$ cat src/rtl/branch_redirect_pkg.sv
// Shared types and default widths for the branch redirect unit.
package branch_redirect_pkg;

  localparam int unsigned PC_W_DEF   = 33;
  localparam int unsigned IMM_W_DEF  = 16;
  localparam int unsigned JTGT_W_DEF = 26;
  localparam int unsigned DEPTH_DEF  = 4;
  localparam int unsigned TAG_W_DEF  = 5;

  typedef enum logic [1:0] {
    FREE   = 2'd0,
    PEND   = 2'd1,
    TAKEN  = 2'd2,
    NTAKEN = 2'd3
  } entry_state_e;

  typedef struct packed {
    entry_state_e            state;
    logic [TAG_W_DEF-1:0]    tag;
    logic [PC_W_DEF-1:0]     target;
  } entry_t;

endpackage

$ cat src/rtl/branch_target_calc.sv
// Combinational jump (pseudo-direct) and branch (PC-relative, word-scaled) target.
module branch_target_calc
  import branch_redirect_pkg::*;
#(
  parameter int unsigned PC_W   = PC_W_DEF,
  parameter int unsigned IMM_W  = IMM_W_DEF,
  parameter int unsigned JTGT_W = JTGT_W_DEF
) (
  input  logic              is_jump,
  input  logic [PC_W-1:0]   pc,
  input  logic [IMM_W-1:0]  imm,
  input  logic [JTGT_W-1:0] jtgt,
  output logic [PC_W-1:0]   target
);

  logic [PC_W-1:0] imm_sext;
  logic [PC_W-1:0] branch_target;
  logic [PC_W-1:0] jump_target;

  generate
    if (JTGT_W + 2 < PC_W) begin : g_jump_upper
      always_comb jump_target = {pc[PC_W-1:JTGT_W+2], jtgt, 2'b00};
    end else begin : g_jump_full
      always_comb jump_target = {jtgt, 2'b00};
    end
  endgenerate

  always_comb begin
    imm_sext      = PC_W'($signed(imm));
    branch_target = pc + {imm_sext[PC_W-3:0], 2'b00};
    target        = is_jump ? jump_target : branch_target;
  end

endmodule

$ cat src/rtl/branch_redirect_unit.sv
// In-order control-flow tracking queue: resolves branches from the CDB and
// issues redirects to the IFQ, squashing younger wrong-path entries.
module branch_redirect_unit
  import branch_redirect_pkg::*;
#(
  parameter int unsigned PC_W   = PC_W_DEF,
  parameter int unsigned IMM_W  = IMM_W_DEF,
  parameter int unsigned JTGT_W = JTGT_W_DEF,
  parameter int unsigned DEPTH  = DEPTH_DEF,
  parameter int unsigned TAG_W  = TAG_W_DEF
) (
  input  logic                     clock,
  input  logic                     reset,
  input  logic                     flush,
  input  logic                     disp_valid,
  output logic                     disp_ready,
  input  logic                     disp_is_jump,
  input  logic [PC_W-1:0]          disp_pc,
  input  logic [IMM_W-1:0]         disp_imm,
  input  logic [JTGT_W-1:0]        disp_jtgt,
  input  logic [TAG_W-1:0]         disp_tag,
  input  logic                     cdb_valid,
  input  logic [TAG_W-1:0]         cdb_tag,
  input  logic                     cdb_taken,
  output logic                     redir_valid,
  input  logic                     redir_ready,
  output logic [PC_W-1:0]          redir_addr,
  output logic [$clog2(DEPTH):0]   count
);

  localparam int unsigned PTR_W = $clog2(DEPTH);
  localparam int unsigned CNT_W = PTR_W + 1;

  typedef struct packed {
    entry_state_e       state;
    logic [TAG_W-1:0]   tag;
    logic [PC_W-1:0]    target;
  } slot_t;

  slot_t            q [DEPTH];
  logic [PTR_W-1:0] head;
  logic [PTR_W-1:0] tail;
  logic [PC_W-1:0]  disp_target;
  entry_state_e     head_state;
  logic             disp_fire;
  logic             pop_silent;
  logic             redirect;

  branch_target_calc #(
    .PC_W   (PC_W),
    .IMM_W  (IMM_W),
    .JTGT_W (JTGT_W)
  ) u_target_calc (
    .is_jump (disp_is_jump),
    .pc      (disp_pc),
    .imm     (disp_imm),
    .jtgt    (disp_jtgt),
    .target  (disp_target)
  );

  // An empty queue has a FREE head, so head state alone decides redir_valid.
  always_comb begin
    head_state  = q[head].state;
    disp_ready  = (count < CNT_W'(DEPTH));
    redir_valid = (head_state == TAKEN);
    redir_addr  = redir_valid ? q[head].target : '0;
    disp_fire   = disp_valid && disp_ready;
    pop_silent  = (head_state == NTAKEN);
    redirect    = redir_valid && redir_ready;
  end

  always_ff @(posedge clock) begin
    if (reset || flush || redirect) begin
      for (int unsigned i = 0; i < DEPTH; i++) begin
        q[PTR_W'(i)].state <= FREE;
      end
      head  <= '0;
      tail  <= '0;
      count <= '0;
    end else begin
      // The tail slot is FREE, so a same-cycle dispatch can never match here.
      for (int unsigned i = 0; i < DEPTH; i++) begin
        if (cdb_valid && q[PTR_W'(i)].state == PEND && q[PTR_W'(i)].tag == cdb_tag) begin
          q[PTR_W'(i)].state <= cdb_taken ? TAKEN : NTAKEN;
        end
      end
      if (pop_silent) begin
        q[head].state <= FREE;
        head          <= head + PTR_W'(1);
      end
      if (disp_fire) begin
        q[tail] <= '{state:  (disp_is_jump ? TAKEN : PEND),
                     tag:    disp_tag,
                     target: disp_target};
        tail    <= tail + PTR_W'(1);
      end
      count <= count + CNT_W'(disp_fire) - CNT_W'(pop_silent);
    end
  end

endmodule

$ cat config.mk
export PLATFORM = sky130hd
export DESIGN_NAME = branch_redirect_unit
export DESIGN_NICKNAME = d
export VERILOG_FILES = /design/src/rtl/branch_redirect_pkg.sv /design/src/rtl/branch_target_calc.sv /design/src/rtl/branch_redirect_unit.sv
export SDC_FILE = /design/constraint.sdc
export NUM_CORES = 1
export LEC_CHECK = 0
export CORE_MARGIN = 4
export CORE_UTILIZATION = 64
export CTS_CLUSTER_DIAMETER = 60
export DETAILED_ROUTE_END_ITERATION = 8
export DONT_BUFFER_PORTS = 1
export PLACE_DENSITY = 0.8
export SLEW_MARGIN = 20
export SYNTH_ARGS = -nofsm -noshare
export SYNTH_HDL_FRONTEND = slang
export SYNTH_HIERARCHICAL = 1
export SYNTH_SLANG_ARGS = --single-unit
$ cat constraint.sdc
create_clock -name clock -period 4.3 [get_ports clock]
set_input_delay 0.645 -clock clock [delete_from_list [all_inputs] [get_ports clock]]
set_output_delay 0.645 -clock clock [all_outputs]
set_load 0.02 [all_outputs]
# Word-level counts from Yosys, hierarchy flattened
# Memories as Yosys holds them, arrays and structs flattened. A register that Yosys moved wholly into a read port is not among the register bits.
# Cells that the tools add are included.
# word_totals
reg_bits,7
ramBits,160
inputBits,93
elab_cells,66
memories,1
# mem_list
memory,words,word_bits,read_ports,rd_clocked_by_memory_dff,wr,line_no,rtl
q,4,40,5,1,6,branch_redirect_unit.sv:40,slot_t q [DEPTH];
# op_classes
addsub,5
order_cmp,1
n_eq_ne,10
n_mux,30
bitwise_logic,4
n_reduce_logical,12
# op_table
operator,count
2-to-1 mux 33 bit,2
adder 33 bit,1
2-to-1 mux 1 bit,21
== test 5 bit,4
2-to-1 mux 2 bit,7
logical AND 1 bit,10
== test 2 x 1 -> 1 bit (second input constant),4
adder 2 x 1 -> 2 bit (second input constant),2
== test 2 bit (second input constant),2
OR 1 bit,4
adder 3 x 1 -> 3 bit,1
less-than comparator 3 bit (second input constant),1
subtractor 3 x 1 -> 3 bit,1
logical OR 1 bit,2

# Longest topological paths before layout
# Gate-level depths: netlist of run 1.
# An unclocked memory read counts as a cell.
# logic_depth
word_depth,8
depth_mapped,12
depth_no_buf,12

# Cells and area by module
# The synthesis of run 1 kept the hierarchy.
# modules_own_cells
module,instances,cells_per_inst,area_each_um2,seq_area_each_um2
branch_redirect_unit,1,392,7019.2,4984.8
branch_target_calc,1,276,1861.8,0.0

# Least setup slack after synthesis of run 1
# OpenSTA, ideal clock, no wires.
# synth_path
path_type,input -> register
startpoint,input flush
endpoint,"memory q[0][38] in the netlist's numbering, enable pin"
setup_time_ns,0.304
arrival_time_ns,3.195
path_slack_ns,0.802
path_stages,5
cell_sequence,nor4b_1 nand2_1 nor3_2 nor2_1 nand3_1
# synth_rtl
element,line_no,rtl
start: declaration,branch_redirect_unit.sv:14,"input logic flush,"
end: declaration,branch_redirect_unit.sv:40,

==> metrics.md, run 1 <==
| Metric | Value |
|---|---|
| Run status | `finished, final reports clean` |
| H-tree depth | `4` |
| Synth Area per Inst | `13.3 um^2` |
| Number of synthesized register bits | `169` |
| Maximum clock skew at final layout | `0.00611 ns` |
| Gate Count Post-Synth | `668` |
| Max-capacitance violation count | `0` |
| Crit-path leading delay family | `simple AND/OR/NAND/NOR gates` |
| TritonRoute pass-1 iters | `5` |
| Min-delay worst type | `primary input to flip-flop` |
| R2r endpoint | `q[0][28]` |
| Hold violation total from the final report | `0` |
| Sort of element at the start of the critical path | `flip-flop` |
| Share of the clock period used by the worst path after layout | `0.786` |
| Critical Path Max Stage Delay | `0.70 ns` |
| Clock transition at the registers of the reported paths | `0.06 ns` |
| Final ANT Viol Nets | `0` |
| Via count of the first global-routing pass | `5,680` |
| Clk Latency, worst-skew pair | `0.42 ns` |
| Setup repair after global routing missed its margin | `no` |
| Final WL | `19,400 um` |
| Diodes inserted | `0` |
| Violation count after the first detailed-routing iteration | `529` |
| Number of cells traversed by the worst hold path | `0` |
| Synth area leader | `edfxtp_1` |
| Cell chosen for the clock root | `clkbuf_16` |
| Routed WL per cell | `22.8 um` |
| YS warnings | `6` |
| Tightest hold margin | `0.314 ns` |
| Share of the core filled with cells in the final layout | `0.722` |
| Hold Crit Endpoint | `q[0][36]` |
| Final sum of negative setup slack | `0 ns` |
| Reg2reg start | `count[2]` |
| Largest net degree at the start of global routing | `71` |
| Top-level I/O count | `131` |
| Slack of the worst reg-to-reg path | `1.45 ns` |
| Total number of vias | `5,577` |
| Final setup viols | `0` |
| Post-synth net total | `803` |
| Post-detailed-route via-to-cell ratio | `6.55` |
| Fraction of registers with async set/reset | `0` |
| Number of hold-repair buffers added at the cts stage | `0` |
| Count of placed standard cells in the final layout, fillers left out | `852` |
| Number of buffers inserted during clock tree synthesis | `17` |
| Most area-consuming cells after synthesis | `edfxtp_1 54%, mux4_2 8.4%, ha_1 5.6%` |
| Total buffers and inverters traversed by the critical path | `2` |
| Most used flip-flop cell after synthesis | `edfxtp_1` |
| Port Buf Inserts | `0` |
| Post-CTS setup buffers | `0` |
| Setup CP Type | `flip-flop to primary output` |
| Synth top area share | `0.541` |
| First-pass GRT wire length | `30,500 um` |
| Static Leak | `3.42 nW` |
| Critical Path Fanout Max | `21` |
| Netlist area before placement | `8880 um^2` |
| Hold_sp | `disp_tag[3]` |
| Maximum clock frequency | `296 MHz` |
| Die outline width | `126 um` |
| Core Area | `13,400 um^2` |
| Levels on crit path | `5` |
| Depth of the most critical reg-to-reg path | `4` |
| Congestion Overflow GR | `0` |
| Cells resized by post-CTS repair | `0` |
| Number of antenna violations at the first check in global routing | `0` |
| Shortest period the worst path allows | `3.38 ns` |
| CP required | `3.65 ns` |
| EDFF count, synth | `160` |
| Number of distinct library cells after synthesis | `60` |
| Relative slew slack | `0.282` |
| Routability congestion estimate | `0.922` |
| Count of fill cells added during filler insertion | `878` |
| Final HPWL from detailed placement | `13,100 um` |
| Power density of the placed cells | `402 nW/um^2` |
| Synth-to-Final Area Change | `8.96%` |
| Cells traversed along the worst timing path | `inv_1 > or2_1 > o21ai_2 > buf_4 > and3_1` |
| Starting Density | `0.663` |
| Transition at the pin with the smallest max-transition slack | `1.07 ns` |
| DRC errors left | `0` |
| Die footprint | `15,800 um^2` |
| Storage element area | `4990 um^2` |
| Dpl cells | `821` |
| Slew Viols, Final | `0` |
| Nets | `799` |
| Fraction of final layout cells sized beyond drive strength 1 | `0.143` |
| Type of destination of the critical path | `primary output` |
| Multi-input logic area | `3720 um^2` |
| Critical Path AT | `2.73 ns` |
| GRT Overall Usage | `0.250` |
| Share of the yosys chip area belonging to registers | `0.561` |
| Max IR drop VDD | `0.361 mV` |
| Row Count | `42` |
| Die height | `126 um` |
| Clk buf depth | `2` |
| CTS Sinks | `169` |
| Clock tree from TritonCTS | `built` |
| Slowest stage cell, crit path | `dfxtp_2` |
## stage by stage
step	setup slack, ns	power (mW)	area, um^2
finish	0.921	3.89	9680
global placement	0.895	2.34	9070
global route	0.683	4.04	9680
CTS	0.890	3.90	9680
detailed placement	0.711	2.36	9070
floorplan	0.802	2.26	8880
## per-layer routing
metal,vias to the layer above,wire (um),track usage
li1,2563,-,-
met1,2732,7990,0.343
met2,259,9580,0.399
met3,23,1590,0.0771
met4,0,268,0.0625
met5,-,0,0
## worst reg2reg max path, delay by kind of cell (launching register included)
family                 cells  cell delay (ns)
buffers and inverters      1             0.51
flip-flops                 1             0.40
AND/OR/NAND/NOR            3             1.58
## power by group
| part | leakage [nW] | internal, mW | total (mW) | switching [mW] |
|---|---|---|---|---|
| sequential | 1.54 | 1.86 | 1.88 | 0.0124 |
| clock | 0.283 | 0.966 | 1.56 | 0.594 |
| combinational | 1.59 | 0.171 | 0.456 | 0.285 |
| total | 3.42 | 3.00 | 3.89 | 0.891 |
## cell families after synthesis
kind of cell    after synthesis  synth area share
simple gates                181             0.109
flops                       169             0.561
compound gates              131            0.0992
buf+inv                      52            0.0239
xor+xnor                     50            0.0493
mux                          43            0.0965
fa+ha+maj                    42            0.0609
## area by class of cell
type / count / share of cell area
sequential: 169 / 0.515
tap: 176 / 0.0228
clock inverter: 12 / 0.0182
inverter: 21 / 0.00815
multi-input combinational: 447 / 0.385
timing repair buffer: 8 / 0.00621
clock buffer: 19 / 0.0447
## synth_stat cells (2+ instances only)
library cell / instances
nor3_2: 6
o21ai_1: 7
o21bai_1: 2
mux2_2: 3
and3_1: 47
o21ai_2: 2
clkbuf_1: 23
nor2b_1: 8
nand2b_1: 11
o21ai_0: 37
o211ai_1: 3
a211oi_1: 4
nor3_1: 3
a21o_1: 15
o2111ai_1: 2
o31ai_1: 6
mux2i_1: 5
nand4_1: 7
nand2_1: 47
mux2_4: 2
xnor2_1: 36
fa_1: 2
buf_2: 5
nand4b_1: 4
nor2_1: 26
a21oi_1: 25
a31oi_1: 6
nand3_1: 15
a221o_1: 2
dfxtp_1: 9
inv_1: 21
o31ai_2: 4
ha_1: 40
mux4_2: 33
a211o_1: 3
xor2_1: 14
edfxtp_1: 160
## flip-flops by register name (all words and copies together), names as in the netlist, named ones only
register,count
count,3
head,2
q,160
tail,2
## cells in the final DEF, fill, tap and decap left out, drive strengths merged, types with 2 or more instances in the layout
| cell type | count |
|---|---|
| o211ai | 4 |
| and3 | 47 |
| mux2i | 5 |
| inv | 21 |
| edfxtp | 160 |
| ha | 40 |
| a31oi | 7 |
| o21bai | 2 |
| mux4 | 33 |
| a221o | 2 |
| buf | 8 |
| a211oi | 4 |
| bufinv | 4 |
| or2 | 2 |
| nand2 | 47 |
| nand4b | 4 |
| o31ai | 10 |
| o21ai | 46 |
| nor2 | 26 |
| dfxtp | 9 |
| o2111ai | 2 |
| mux2 | 5 |
| a21o | 16 |
| a21oi | 25 |
| nand2b | 11 |
| xor2 | 14 |
| clkbuf | 19 |
| clkinvlp | 4 |
| clkinv | 4 |
| nor2b | 8 |
| nand3 | 15 |
| nor3 | 9 |
| xnor2 | 36 |
| fa | 2 |
| a31o | 2 |
| nand4 | 7 |
| a211o | 3 |
## how the worst max path moves through the flow
stage / start / end / slack [ns]
3_3_place_gp: disp_pc[2] / q[0][32] / 0.89
4_1_cts: flip-flop / redir_addr[19] / 0.89
6_report: flip-flop / redir_addr[19] / 0.92
5_1_grt: flip-flop / redir_addr[19] / 0.68
2_1_floorplan: flush / q[0][38] / 0.80
3_5_place_dp: disp_pc[2] / q[0][32] / 0.71
Note: power is estimated with default switching activity, not from simulation.
==> inputs of run 2 (changes only) <==
Clock period 4.3 ns to 3.44 ns, I/O delays scaled along.
==> metrics.md, run 2 (synthesized netlist as in run 1, its figures left out) <==
| Metric | Value |
|---|---|
| Row Count | `42 (unchanged)` |
| Max IR drop VDD | `0.365 mV (+1.2%)` |
| CP required | `2.92 ns (-0.73 ns)` |
| Clock tree from TritonCTS | `built` |
| Critical Path Fanout Max | `22 (+4.8%)` |
| GRT Overall Usage | `0.263 (+0.0125)` |
| Relative slew slack | `0.418 (+0.136)` |
| Type of destination of the critical path | `primary output` |
| Critical Path AT | `2.61 ns (-0.12 ns)` |
| Slack of the worst reg-to-reg path | `0.93 ns (-0.52 ns)` |
| Commonest cells after routing, fill and taps aside | `160 x edfxtp_1, 47 x nand2_1, 47 x and3_1, 40 x ha_1, 37 x o21ai_0` |
| Cells resized by post-CTS repair | `0 (unchanged)` |
| Post-detailed-route via-to-cell ratio | `6.68 (+2.1%)` |
| Count of fill cells added during filler insertion | `845 (-3.8%)` |
| Number of antenna violations at the first check in global routing | `0 (unchanged)` |
| Diodes inserted | `0 (unchanged)` |
| Min-delay worst type | `primary input to flip-flop` |
| Slew Viols, Final | `0 (unchanged)` |
| Maximum clock frequency | `320 MHz` |
| Final WL | `20,100 um (+3.6%)` |
| Share of the core filled with cells in the final layout | `0.726 (+0.00420)` |
| Clk Latency, worst-skew pair | `0.42 ns (about the same)` |
| Violation count after the first detailed-routing iteration | `676 (+28%)` |
| Via count of the first global-routing pass | `5,857 (+3.1%)` |
| Total buffers and inverters traversed by the critical path | `1 (-1)` |
| Clk buf depth | `2 (unchanged)` |
| Sort of element at the start of the critical path | `flip-flop` |
| Cells traversed along the worst timing path | `mux2_4 > o21ai_2 > buf_4 > and3_1` |
| TritonRoute pass-1 iters | `6 (+1)` |
| Multi-input logic area | `3720 um^2 (unchanged)` |
| Port Buf Inserts | `0 (unchanged)` |
| Commonest non-fill, non-tap cell in the layout | `edfxtp_1` |
| Max-capacitance violation count | `0 (unchanged)` |
| Shortest period the worst path allows | `3.12 ns` |
| Number of hold-repair buffers added at the cts stage | `0 (unchanged)` |
| CTS Sinks | `169 (unchanged)` |
| Static Leak | `3.45 nW (+0.96%)` |
| Largest register FFs | `160 (unchanged)` |
| Top-level I/O count | `131 (unchanged)` |
| Leading registers by flop count | `q: 160 flops, count: 3 flops` |
| Largest net degree at the start of global routing | `71 (unchanged)` |
| Slowest stage cell, crit path | `o21ai_2` |
| Nets | `803 (+0.50%)` |
| Fraction of final layout cells sized beyond drive strength 1 | `0.150 (+0.00651)` |
| Clock transition at the registers of the reported paths | `0.06 ns (about the same)` |
| Maximum clock skew at final layout | `0.0145 ns (+0.00837 ns)` |
| Number of buffers inserted during clock tree synthesis | `17 (unchanged)` |
| Final ANT Viol Nets | `0 (unchanged)` |
| Setup repair after global routing missed its margin | `no` |
| DRC errors left | `0 (unchanged)` |
| Share of the clock period used by the worst path after layout | `0.908` |
| Starting Density | `0.663 (unchanged)` |
| Largest reg by FF count | `q` |
| Die footprint | `15,800 um^2 (unchanged)` |
| Congestion Overflow GR | `0 (unchanged)` |
| Core Area | `13,400 um^2 (unchanged)` |
| Synth-to-Final Area Change | `9.59%` |
| Die height | `126 um (unchanged)` |
| Final sum of negative setup slack | `0 ns (unchanged)` |
| Critical Path Max Stage Delay | `0.69 ns (about the same)` |
| First-pass GRT wire length | `32,100 um (+5.2%)` |
| Hold violation total from the final report | `0 (unchanged)` |
| Cell chosen for the clock root | `clkbuf_16` |
| Routability congestion estimate | `0.869 (-5.7%)` |
| Post-CTS setup buffers | `0 (unchanged)` |
| Power density of the placed cells | `498 nW/um^2 (+24%)` |
| Routed WL per cell | `23.5 um (+3.1%)` |
| Run status | `finished, final reports clean` |
| Die outline width | `126 um (unchanged)` |
| Final setup viols | `0 (unchanged)` |
| Storage element area | `4990 um^2 (unchanged)` |
| Crit-path leading delay family | `compound AO/OA/AOI/OAI gates` |
| Transition at the pin with the smallest max-transition slack | `0.873 ns (-0.201 ns)` |
| H-tree depth | `4 (unchanged)` |
| Tightest hold margin | `0.187 ns (-0.127 ns)` |
| Total number of vias | `5,721 (+2.6%)` |
| Final HPWL from detailed placement | `13,200 um (+0.41%)` |
| Setup CP Type | `flip-flop to primary output` |
[run 2: worst paths after layout]
kind                        end   startpoint  cells after the start
hold / removal         q[1][36]  disp_tag[3]                      0
setup reg to reg       count[2]    flip-flop                     10
hold reg to reg         tail[1]      tail[1]                      2
setup / recovery  redir_addr[2]    flip-flop                      4
[run 2: final cells by class]
type,count,share of cell area
clock buffer,18,0.0441
timing repair buffer,12,0.0131
inverter,21,0.00810
clock inverter,13,0.0174
tap,176,0.0226
multi-input combinational,447,0.382
sequential,169,0.512
[run 2: through the flow]
| stage | setup WS (ns) | instances | power (mW) | area (um^2) |
|---|---|---|---|---|
| 6_report | 0.317 | 856 | 4.85 | 9730 |
| 4_1_cts | 0.314 | 856 | 4.86 | 9730 |
| 5_1_grt | 0.192 | 856 | 5.03 | 9730 |
| 3_3_place_gp | 0.195 | 825 | 2.93 | 9140 |
| 2_1_floorplan | 0.0706 | 668 | 2.83 | 8880 |
| 3_5_place_dp | 0.0893 | 825 | 2.95 | 9140 |
[run 2: routing by layer]
layer | track usage | up-vias | share of wire
met4 | 0.0650 | 0 | 0.015
met2 | 0.419 | 327 | 0.49
met5 | 0 | - | 0
met1 | 0.368 | 2801 | 0.40
met3 | 0.0707 | 25 | 0.095
li1 | - | 2568 | -
[run 2: where the power goes]
part	leakage [nW]	total (mW)	switching, mW	internal [mW]
Clock	0.287	1.93	0.778	1.15
Sequential	1.54	2.34	0.0135	2.33
Combinational	1.62	0.582	0.363	0.219
Total	3.45	4.85	1.15	3.69
